$ cat src/rtl/shared_chi_pkg.sv
// Shared definitions for the serial two-share chi unit: FSM states,
// index-width helper and the legal-width check.
package shared_chi_pkg;

    typedef enum logic [1:0] {
        IDLE  = 2'd0,
        CALC  = 2'd1,
        CHECK = 2'd2,
        OUT   = 2'd3
    } state_t;

    function automatic int clog2(input int n);
        int r;
        r = 0;
        while ((1 << r) < n) r++;
        return (r < 1) ? 1 : r;
    endfunction

    // chi needs an odd width to be a permutation; the serial datapath is sized for 3..9
    function automatic bit w_legal(input int w);
        return (w >= 3) && (w <= 9) && ((w % 2) == 1);
    endfunction

endpackage

$ cat src/rtl/shared_toffoli_bit.sv
// One bit of the two-share chi: y = a ^ (~b & c) split across shares.
// The cross-share product is folded in first so the shares never recombine.
module shared_toffoli_bit (
    input  logic a0,
    input  logic b0,
    input  logic c0,
    input  logic a1,
    input  logic b1,
    input  logic c1,
    output logic y0,
    output logic y1
);

    assign y0 = (a0 ^ (~b0 & c1)) ^ (~b0 & c0);
    assign y1 = (a1 ^ (b1 & c0)) ^ (b1 & c1);

endmodule

$ cat src/rtl/shared_chi_serial_dup.sv
// Bit-serial masked chi with an optional duplicated datapath; the copies
// are compared before release and a mismatch suppresses the result.
module shared_chi_serial_dup
    import shared_chi_pkg::*;
#(
    parameter int W         = 5,
    parameter int REDUNDANT = 1
) (
    input  logic         clk,
    input  logic         rst_n,
    input  logic         in_valid,
    output logic         in_ready,
    input  logic [W-1:0] x0_in,
    input  logic [W-1:0] x1_in,
    output logic         out_valid,
    input  logic         out_ready,
    output logic [W-1:0] y0_out,
    output logic [W-1:0] y1_out,
    output logic         fault_out,
    input  logic         fault_clear
);

    localparam int IW = clog2(W);
    localparam logic [IW-1:0] LAST = IW'(W - 1);

    if (!w_legal(W)) begin : g_bad_w
        $error("shared_chi_serial_dup: W must be odd and within 3..9");
    end

    state_t        state;
    state_t        state_next;
    logic [IW-1:0] idx;
    logic [IW-1:0] idx1;
    logic [IW-1:0] idx2;
    logic [W-1:0]  x0_r;
    logic [W-1:0]  x1_r;
    logic [W-1:0]  c0_y0;
    logic [W-1:0]  c0_y1;
    logic [W-1:0]  c1_y0;
    logic [W-1:0]  c1_y1;
    logic          fault;
    logic          accept;
    logic          mismatch;
    logic          t0_y0;
    logic          t0_y1;
    logic          t1_y0;
    logic          t1_y1;

    assign idx1 = (idx == LAST) ? '0 : idx + 1'b1;
    assign idx2 = (idx1 == LAST) ? '0 : idx1 + 1'b1;

    shared_toffoli_bit u_copy0 (
        .a0(x0_r[idx]), .b0(x0_r[idx1]), .c0(x0_r[idx2]),
        .a1(x1_r[idx]), .b1(x1_r[idx1]), .c1(x1_r[idx2]),
        .y0(t0_y0),     .y1(t0_y1)
    );

    if (REDUNDANT != 0) begin : g_dup
        shared_toffoli_bit u_copy1 (
            .a0(x0_r[idx]), .b0(x0_r[idx1]), .c0(x0_r[idx2]),
            .a1(x1_r[idx]), .b1(x1_r[idx1]), .c1(x1_r[idx2]),
            .y0(t1_y0),     .y1(t1_y1)
        );
    end else begin : g_single
        assign t1_y0 = 1'b0;
        assign t1_y1 = 1'b0;
    end

    // rst_n gates in_ready so nothing is offered while reset is held
    assign in_ready  = rst_n && (state == IDLE) && !fault;
    assign accept    = in_valid && in_ready;
    assign out_valid = (state == OUT);
    assign y0_out    = c0_y0;
    assign y1_out    = c0_y1;
    assign fault_out = (REDUNDANT != 0) ? fault : 1'b0;
    assign mismatch  = (c0_y0 != c1_y0) || (c0_y1 != c1_y1);

    always_ff @(posedge clk or negedge rst_n) begin
        if (!rst_n) state <= IDLE;
        else        state <= state_next;
    end

    always_comb begin
        state_next = state;
        case (state)
            IDLE:    if (accept) state_next = CALC;
            CALC:    if (idx == LAST) state_next = CHECK;
            CHECK:   state_next = OUT;
            OUT:     if (out_ready) state_next = IDLE;
            default: state_next = IDLE;
        endcase
    end

    always_ff @(posedge clk or negedge rst_n) begin
        if (!rst_n) begin
            idx   <= '0;
            x0_r  <= '0;
            x1_r  <= '0;
            c0_y0 <= '0;
            c0_y1 <= '0;
            c1_y0 <= '0;
            c1_y1 <= '0;
            fault <= 1'b0;
        end else begin
            case (state)
                IDLE: begin
                    // a pending clear wins over a simultaneous request
                    if (fault && fault_clear) begin
                        fault <= 1'b0;
                    end else if (accept) begin
                        x0_r  <= x0_in;
                        x1_r  <= x1_in;
                        idx   <= '0;
                        c0_y0 <= '0;
                        c0_y1 <= '0;
                        c1_y0 <= '0;
                        c1_y1 <= '0;
                    end
                end
                CALC: begin
                    c0_y0[idx] <= t0_y0;
                    c0_y1[idx] <= t0_y1;
                    if (REDUNDANT != 0) begin
                        c1_y0[idx] <= t1_y0;
                        c1_y1[idx] <= t1_y1;
                    end
                    idx <= idx + 1'b1;
                end
                CHECK: begin
                    if ((REDUNDANT != 0) && mismatch) begin
                        fault <= 1'b1;
                        c0_y0 <= '0;
                        c0_y1 <= '0;
                    end
                end
                default: ;
            endcase
        end
    end

endmodule

$ cat config.mk
export PLATFORM = sky130hd
export DESIGN_NAME = shared_chi_serial_dup
export DESIGN_NICKNAME = d
export VERILOG_FILES = /design/src/rtl/shared_chi_pkg.sv /design/src/rtl/shared_toffoli_bit.sv /design/src/rtl/shared_chi_serial_dup.sv
export SDC_FILE = /design/constraint.sdc
export NUM_CORES = 1
export LEC_CHECK = 0
export BUFFER_PORTS_ARGS = -buffer_cell sky130_fd_sc_hd__buf_2
export CAP_MARGIN = 10
export CORE_ASPECT_RATIO = 2
export CORE_MARGIN = 2
export CORE_UTILIZATION = 55
export DETAILED_ROUTE_END_ITERATION = 16
export GPL_ROUTABILITY_DRIVEN = 0
export PLACE_DENSITY = 0.76
export SLEW_MARGIN = 20
export SYNTH_ARGS = -nofsm -noshare
export SYNTH_HDL_FRONTEND = slang
export SYNTH_SLANG_ARGS = --single-unit
$ cat constraint.sdc
create_clock -name clk -period 3.3 [get_ports clk]
set_input_delay 0.165 -clock clk [delete_from_list [all_inputs] [get_ports clk]]
set_output_delay 0.165 -clock clk [all_outputs]
set_load 0.05 [all_outputs]
==> run_results.csv <==
group,metric,value,unit
clock_network,tritoncts,"done",
timing,max_freq,0.320,GHz
timing,hold_violations,0,
setup_path,crit_path_cell_trace,"inv_1 > ha_1 > nand2_1 > nand2_1 > ha_1 > o21ai_0 > a2bb2oi_4 > mux2i_1 > mux2_2 > o31a_1 > nand3_2 > xor2_4 > a22o_1",
global_routing,grt_pass1_wl,8470,microns
logic_synthesis,synth-simple-area-share,0.156,
drt,drtAntennaViolNets,0,
logic_synthesis,synth_top_cell_by_area,"dfrtp_1",
timing,fin_crit,3.12,ns
clock_network,cts-buffers-inserted,5,
cells_and_area,n_antenna_cell,0,
global_routing,overflow,0,
timing,worstMarginPinSlew,0.660,ns
logic_synthesis,syn_inst,232,
timing,clock_skew,0.00266,ns
clock_network,cts_root_buffer,"clkbuf_8",
logic_synthesis,yosysTopAreaCellShare,0.407,
logic_synthesis,synth_edf_count,0,
place,post-dp-hpwl,3850,microns
timing,rsz0062_at_grt,"false",
floorplanning,top_level_ports,28,
clock_network,clk_latency,0.29,ns
cells_and_area,drive_gt1_frac,0.227,
clock_network,clk_pin_slew,0.07,ns
floorplanning,rows,32,
drt,drc_errors,0,
logic_synthesis,synth_compound_area_frac,0.193,
drt,first_pass_iters,4,
drt,drt_iter0_markers,50,
drt,route.met2.wl,2900,microns
timing,setup_viol_count_final,0,
logic_synthesis,synth-main-ff-cell,"dfrtp_1",
floorplanning,fp.dieH,93.8,microns
drt,met3_length,165,microns
timing,relSlewSlack,0.557,
drt,vias,1894,
setup_path,cpMaxStageDelayCell,"dfrtp_1",
logic_synthesis,synth_xor_area_frac,0.0683,
setup_path,crit_type,"reg2reg",
floorplanning,start_util,0.576,
drt,drt-met1-wl,1790,microns
cells_and_area,nNetsFinal,291,
setup_path,arrival,3.35,ns
clock_network,htreeDepth,2,
global_routing,grt_usage,0.243,
global_routing,grt_antenna_before_repair,0,
logic_synthesis,seq_area_frac_synth,0.407,
clock_network,clockBufferDepth,2,
floorplanning,dieArea,0.00458,sq mm
logic_synthesis,synth_warnings,0,
drt,highest_layer,"met4",
logic_synthesis,ys_types,39,
job,maxCapViolCount,0,
floorplanning,core-area,0.00384,sq mm
setup_path,critPathMaxStageDelay,0.38,ns
logic_synthesis,synthArstFlopShare,1.00,
timing,fin_hold_ws,0.104,ns
place,portBuffers,27,
clock_network,post_cts_buffers,0,
logic_synthesis,synth_area_leaders,"dfrtp_1 41%, a22o_1 7.9%, nand2_1 6.3%, mux2_2 6.1%, ha_1 4.5%",
logic_synthesis,synth_mux_area_frac,0.102,
logic_synthesis,synthesis.area,0.00222,sq mm
floorplanning,die_w,48.9,microns
outcome,status,"complete, no violations",
logic_synthesis,yosys.cell_count.top_type,"nand2_1",
drt,vias_per_cell,5.92,
clock_network,cts_sinks,36,
logic_synthesis,ys_ff_latch,36,
setup_path,critPathLaunchType,"flop",
setup_path,cp-end-kind,"flop",
setup_path,crit_fanout,10,
drt,post_drt_wl_per_cell,15.7,microns
global_routing,grt_pass1_vias,1889,
cells_and_area,area_growth,16.1,%
drt,wirelength,5020,microns
logic_synthesis,synth_top_family_by_area,"compound AO/OA/AOI/OAI gates",
timing,fin_crit_sh,0.946,
cells_and_area,fillers,363,
worst_hold_path,hold_path.class,"in2reg",
setup_path,crit_required,3.53,ns
timing,setup_tns,0,ns
timing,maxSlewViolCount,0,
logic_synthesis,syn-num-nets,255,
global_routing,grt_max_degree,37,
logic_synthesis,synth_common_cells,"37 x nand2_1, 36 x dfrtp_1, 24 x nor2_1",
logic_synthesis,syn_area_per_cell,9.55,sq um
logic_synthesis,yosys.area_share.adder,0.0452,
## what timing repair did
action / CTS / global route
endpoints found under the hold margin: 36 / 0
gates resized for setup: 0 / 1
hold buffers: 1 / 0
setup endpoints to repair: 0 / 20
## metrics by stage
| stage | setup WS (ns) | util | instance area, sq um | instances |
|---|---|---|---|---|
| 2_1_floorplan | 0.363 | - | 2220 | 232 |
| 3_3_place_gp | 0.238 | 0.636 | 2440 | 311 |
| 3_5_place_dp | 0.188 | 0.636 | 2440 | 311 |
| 4_1_cts | 0.152 | 0.666 | 2560 | 320 |
| 5_1_grt | 0.0155 | 0.669 | 2570 | 320 |
| 6_report | 0.178 | 0.669 | 2570 | 320 |
## cells in the final DEF (no fill, tap or decap), types with 9 or more instances in the layout
| cell | synthesis | layout |
|---|---|---|
| nand2_1 | 37 | 37 |
| xnor2_1 | 11 | 11 |
| nor2_1 | 24 | 24 |
| dfrtp_1 | 36 | 36 |
| o21ai_0 | 14 | 14 |
| inv_1 | 11 | 11 |
| mux2i_1 | 9 | 9 |
| buf_2 | 1 | 27 |
| a22o_1 | 20 | 20 |
| mux2_2 | 12 | 12 |
## area by class of cell
class	instances	area, sq um	share of cell area
repair buffers	35	198	0.0768
flip-flops and latches	36	901	0.350
well taps	51	63.8	0.0248
clock inverters	2	35.0	0.0136
inverters	11	41.3	0.0161
multi-input cells	179	1260	0.490
clock buffers	6	72.6	0.0282
## worst max-delay path, delay by kind of cell, from the launching register on
| kind | cells | cell delay (ns) |
|---|---|---|
| adders and majority gates | 2 | 0.43 |
| buffers and inverters | 1 | 0.14 |
| AOI/OAI and AO/OA | 4 | 0.97 |
| muxes | 2 | 0.40 |
| and+or+nand+nor | 3 | 0.42 |
| xor gates and xnor gates | 1 | 0.32 |
| DFF | 1 | 0.38 |
## worst paths after layout
kind                                           start               endpoint  slack, ns  cells after the start
worst max-delay path              idx[1]$_DFFE_PN0P_   c1_y1[2]$_DFFE_PN0P_       0.18                     13
worst min-delay path                        x0_in[3]    x0_r[3]$_DFFE_PN0P_       0.10                      2
worst max register to register    idx[1]$_DFFE_PN0P_   c1_y1[2]$_DFFE_PN0P_       0.18                     13
worst min register to register  c1_y1[4]$_DFFE_PN0P_   c1_y1[4]$_DFFE_PN0P_       0.53                      1
max in group asynchronous                      rst_n  y0_out[0]$_DFFE_PN0P_       2.51                      3
min in group asynchronous                      rst_n   state[0]$_DFFE_PN0P_       0.46                      3
## kinds of logic after synthesis
family | Yosys count
buffers and inverters | 17
muxes | 21
xor gates and xnor gates | 13
DFF | 36
adders and majority gates | 8
AOI/OAI and AO/OA | 58
and+or+nand+nor | 79
## sequential cells by signal, indices dropped and copies added, names as in the netlist
register / count
x1_r: 5
state: 2
c1_y0: 5
y1_out: 5
y0_out: 5
c1_y1: 5
idx: 3
fault_out: 1
x0_r: 5
## layer usage
| metal | vias to the layer above | track usage |
|---|---|---|
| met5 | - | 0 |
| met4 | 0 | 0.155 |
| met3 | 15 | 0.0414 |
| met2 | 56 | 0.462 |
| met1 | 921 | 0.232 |
| li1 | 902 | - |
Power is not shown: default switching activity piles up to over one toggle a cycle in this logic, so the estimate is an artifact.
